$ cat src/rtl/mem_arbiter.sv
// -----------------------------------------------------------------------------
// mem_arbiter
//
// Responder side of the pipeline memory request interface. Instruction and
// data requests (level signals, held until their hit) are arbitrated onto a
// single-ported, variable-latency RAM. Data accesses win over instruction
// fetches. Each completed access produces a one-cycle ihit/dhit pulse. A
// watchdog traps a RAM that never raises ram_ready.
//
// Ports:
//   CLK, RST        clock, synchronous active-high reset
//   halt            suppresses new instruction requests
//   iREN, iaddr     instruction read request / address
//   ihit, iload     instruction completion pulse / data (valid with ihit)
//   dREN, dWEN      data read / write request (both high = write)
//   daddr, dstore   data address / write data
//   dhit, dload     data completion pulse / read data (valid with dhit)
//   ramREN, ramWEN  RAM read / write strobes
//   ramaddr         RAM address
//   ramstore        RAM write data
//   ramload         RAM read data (valid with ram_ready)
//   ram_ready       RAM completes the current access this cycle
//   mem_err         sticky watchdog error flag
// -----------------------------------------------------------------------------
module mem_arbiter #(
   parameter int AW      = 32,
   parameter int DW      = 32,
   parameter int TIMEOUT = 64
) (
   input  logic          CLK,
   input  logic          RST,
   input  logic          halt,
   input  logic          iREN,
   input  logic [AW-1:0] iaddr,
   output logic          ihit,
   output logic [DW-1:0] iload,
   input  logic          dREN,
   input  logic          dWEN,
   input  logic [AW-1:0] daddr,
   input  logic [DW-1:0] dstore,
   output logic          dhit,
   output logic [DW-1:0] dload,
   output logic          ramREN,
   output logic          ramWEN,
   output logic [AW-1:0] ramaddr,
   output logic [DW-1:0] ramstore,
   input  logic [DW-1:0] ramload,
   input  logic          ram_ready,
   output logic          mem_err
);

   localparam int            CW      = (TIMEOUT > 2) ? $clog2(TIMEOUT) : 1;
   localparam logic [CW-1:0] WD_LAST = CW'(TIMEOUT - 1);

   typedef enum logic [2:0] {
      IDLE,
      DACC,
      IACC,
      HIT,
      ERR
   } state_t;

   state_t        state;
   logic [CW-1:0] wd_cnt;
   logic          is_write;
   logic [DW-1:0] result;
   logic          ihit_q;
   logic          dhit_q;

   always_ff @(posedge CLK) begin
      if (RST) begin
         state    <= IDLE;
         wd_cnt   <= '0;
         is_write <= 1'b0;
         result   <= '0;
         ihit_q   <= 1'b0;
         dhit_q   <= 1'b0;
         ramREN   <= 1'b0;
         ramWEN   <= 1'b0;
         ramaddr  <= '0;
         ramstore <= '0;
         mem_err  <= 1'b0;
      end else begin
         case (state)
            // Request sampling: address/data are captured only here, so
            // anything the requester changes mid-access is ignored.
            IDLE: begin
               wd_cnt <= '0;
               if (dREN || dWEN) begin
                  state    <= DACC;
                  is_write <= dWEN;
                  ramaddr  <= daddr;
                  ramstore <= dstore;
                  ramWEN   <= dWEN;
                  ramREN   <= ~dWEN;
               end else if (iREN && !halt) begin
                  state    <= IACC;
                  is_write <= 1'b0;
                  ramaddr  <= iaddr;
                  ramstore <= '0;
                  ramREN   <= 1'b1;
               end
            end
            // RAM access: strobes held until ram_ready or watchdog expiry.
            // ram_ready wins over expiry on the final allowed cycle.
            DACC, IACC: begin
               if (ram_ready) begin
                  result <= is_write ? '0 : ramload;
                  ramREN <= 1'b0;
                  ramWEN <= 1'b0;
                  dhit_q <= (state == DACC);
                  ihit_q <= (state == IACC);
                  state  <= HIT;
               end else if (wd_cnt == WD_LAST) begin
                  ramREN  <= 1'b0;
                  ramWEN  <= 1'b0;
                  mem_err <= 1'b1;
                  state   <= ERR;
               end else begin
                  wd_cnt <= wd_cnt + CW'(1);
               end
            end
            // Completion: always a single cycle, then back through IDLE so
            // the requester's post-hit update is what gets sampled next.
            HIT: begin
               ihit_q <= 1'b0;
               dhit_q <= 1'b0;
               state  <= IDLE;
            end
            ERR: begin
               state <= ERR;
            end
            default: begin
               state <= IDLE;
            end
         endcase
      end
   end

   // A hit is only reported to a requester that is still asking for it;
   // a withdrawn request (pipeline flush) sees nothing.
   assign dhit  = dhit_q & (dREN | dWEN);
   assign ihit  = ihit_q & iREN;
   assign dload = dhit ? result : '0;
   assign iload = ihit ? result : '0;

endmodule

$ cat config.mk
export PLATFORM = sky130hd
export DESIGN_NAME = mem_arbiter
export DESIGN_NICKNAME = d
export VERILOG_FILES = /design/src/rtl/mem_arbiter.sv
export SDC_FILE = /design/constraint.sdc
export NUM_CORES = 1
export LEC_CHECK = 0
export ABC_AREA = 0
export CAP_MARGIN = 10
export CORE_MARGIN = 2
export CORE_UTILIZATION = 39
export DETAILED_ROUTE_END_ITERATION = 10
export GPL_ROUTABILITY_DRIVEN = 0
export HOLD_SLACK_MARGIN = 0.08
export PLACE_DENSITY = 0.88
export SKIP_CTS_REPAIR_TIMING = 1
export SLEW_MARGIN = 20
export SYNTH_ARGS = -nofsm -noshare
export SYNTH_HDL_FRONTEND = slang
export SYNTH_SLANG_ARGS = --single-unit
export TNS_END_PERCENT = 1
$ cat constraint.sdc
create_clock -name CLK -period 2 [get_ports CLK]
set_input_delay 0.5 -clock CLK [delete_from_list [all_inputs] [get_ports CLK]]
set_output_delay 0.5 -clock CLK [all_outputs]
set_load 0.01 [all_outputs]
==> run metrics <==
status finished with violations; failing checks setup timing; post-synth net total ~740; Post-DRT Antenna Nets 0; pre-CTS WS -686 ps; Mapped Area approximately 0.0049 mm^2; via count about 5,300; RSZ-0062 raised after global routing yes; mux contribution to synthesized area 0%; fin. max-slew vios 0; CP peak stage delay about 280 ps; Slew HR between 60% and 70%; drt total wl between 15,000 and 20,000 um; worst r2r path cells 7; I/O Pins between 200 and 300; hold path startpoint mem_err; largest family of logic cells by synthesized area simple AND/OR/NAND/NOR gates; area grow syn2layout 66.5%; final net count between 900 and 1,000; critical path class input port to output port; Die H roughly 120 um; compound-cell area share of the yosys netlist a little under a fifth; DRC 0; Synth warnings 0; CTS clk-pin slew, worst paths about 70 ps; clock sink count ~110; maximum fanout along the worst path 24; CTS root buf clkbuf_16; Final Hold Violating Endpoints 0; FFs w/ async S/R, synth 0%; RR Endpoint ramstore[8]; Buf/Inv on CP 4; crit path time final approximately 2000 ps; synthesized instance count roughly 600; most common cell in the synthesized netlist dfxtp_1; synth cell count leaders dfxtp_1 (111), nand2_1 (100), nor2_1 (74); Tcrit/Tclk final 102%; r2r setup slk just over 400 ps; H-tree depth 3; dominant cells by area after synthesis dfxtp_1 (45%), and3_1 (8.4%), nand2_1 (7.7%); FMAX 491 MHz; slowest CP cell or2_4; number of synthesized flops with an enable pin 0; register area share after synthesis between 40% and 50%; Synth Area in XOR/XNOR less than 1%; Unique masters post-synth 37; Worst-Margin Slew roughly 460 ps; placed wire-length estimate 11,200 um; CP delay by family, top buffers and inverters; Top FF cell, synth dfxtp_1; Die ar. ~0.013 mm^2; Port Buffer Count between 200 and 300; pwr/cell area about 750 mW/mm^2; # diodes 0; initial antenna violation count 0; max cap viols 0; CTS tree built; vias in the first global route between 5,000 and 6,000; Routed wire per std cell between 15 and 20 um; Final setup violation count 22; vias per cell 5.22; CTS Buf Count 9; clk_skew between 2 and 3 ps; cell taking the most area after synthesis dfxtp_1; DRT iter0 DRCs between 200 and 300; R2R Path Start state[0]; Worst setup SP type input port; crit path from dREN; starting density of the core 40.4%; Yosys top cell area share about 45%; design area slightly above 0.008 mm^2; Critical Path AT approximately 1500 ps; PnR worst setup slack -35.6 ps; drt first pass iters 5; simple-gate share of the synthesized area around 30%; Yosys reg bits 111; total gr overflow 0; CP required approximately 1500 ps; Pwr Total ~0.0061 W; largest net degree at the start of global routing 84; crit end category output port; WHS Endpoint mem_err; Hold WS about 460 ps; Synth Area in Adders 0.256%; Critical Path, Cell by Cell dlymetal6s2s_1, or2_4, buf_4, buf_12, and3_1, clkbuf_2; # rows 40; Clk Latency, worst-skew pair 340 ps; Longest Clk Path Bufs 2; layout cells sized above 1 between 10 and 15%; Worst Hold Path Cells 2; first-pass GRT wire length around 24,000 um; Die Width roughly 120 um; setup tns final -493 ps; GRT Total Usage ~23%; core area about 0.012 mm^2; class of the worst hold path register to register; VDD IR-drop max between 500 and 600 uV; syn avg cell area ~8.2 um^2; Placed Area roughly 0.0079 mm^2; leak pwr between 3 and 4 nW
==> power by group <==
group | leakage (nW) | internal (W) | switching, W
clock network | 0.127 | 0.000846 | 0.000822
registers | 0.912 | 0.00246 | 0.000139
logic | 2.91 | 0.000974 | 0.000837
==> kinds of logic after synthesis <==
logic type | count (synthesis)
and+or+nand+nor | 295
AOI/OAI and AO/OA | 130
DFF | 111
buffers and inverters | 61
xor gates and xnor gates | 1
adders and majority gates | 1
==> layout make-up <==
cell class | count | area, um^2
clock inverter | 7 | 50.0
multi-input combinational | 427 | 2410
clock buffer | 9 | 225
inverter | 3 | 11.3
tap | 168 | 210
timing repair buffer | 300 | 3020
fill | 1007 | 3960
sequential | 111 | 2220
==> sequential cells by signal, summed over array words and instances (netlist names) <==
name      count
state         3
is_write      1
ihit_q        1
ramWEN        1
ramstore     32
wd_cnt        6
ramREN        1
result       32
dhit_q        1
ramaddr      32
mem_err       1
==> metal layers <==
metal	global-route usage (%)	wire, um
met1	26.4	6630
met4	7.94	410
met3	6.64	1230
met2	39.8	7790
met5	0	0
==> worst max-delay path by stage <==
stage,end,slack [ps],cells past startpoint
after floorplan,dload[0],90,5
after global placement,dload[23],-650,5
after detailed placement,dload[12],-690,5
after CTS,dload[12],-690,5
after global routing,dload[20],-60,6
final,dload[25],-40,6
==> layout by cell type (no fill, tap or decap), types with 3 or more instances in the layout <==
| cell type | netlist | layout |
|---|---|---|
| a21oi_1 | 39 | 39 |
| a22oi_1 | 32 | 32 |
| a311oi_1 | 33 | 33 |
| a31oi_1 | 8 | 8 |
| and2_1 | 5 | 5 |
| and3_1 | 66 | 66 |
| buf_12 | 0 | 13 |
| buf_4 | 4 | 20 |
| clkbuf_16 | 0 | 10 |
| clkbuf_2 | 0 | 34 |
| clkdlybuf4s50_1 | 0 | 197 |
| clkinvlp_4 | 0 | 3 |
| dfxtp_1 | 111 | 110 |
| dlymetal6s2s_1 | 0 | 35 |
| inv_1 | 3 | 3 |
| nand2_1 | 100 | 100 |
| nand2b_1 | 3 | 3 |
| nand3b_1 | 32 | 32 |
| nor2_1 | 74 | 73 |
| nor2b_1 | 5 | 4 |
| o21ai_0 | 5 | 5 |
| or3_1 | 3 | 3 |
==> metrics by stage <==
stage | util, % | instances
2_1_floorplan | - | 599
3_3_place_gp | 65.3 | 1006
3_5_place_dp | 65.3 | 1006
4_1_cts | 67.6 | 1022
5_1_grt | 67.3 | 1025
6_report | 67.3 | 1025
==> worst reg2reg max path: stages (launching register included) <==
cell	delay [ps]
dfxtp_1	340
buf_4	170
nor3_4	180
buf_4	180
and2_1	230
buf_12	210
a22oi_1	90
nor2_1	130
Power figures use the tool's default switching activity.
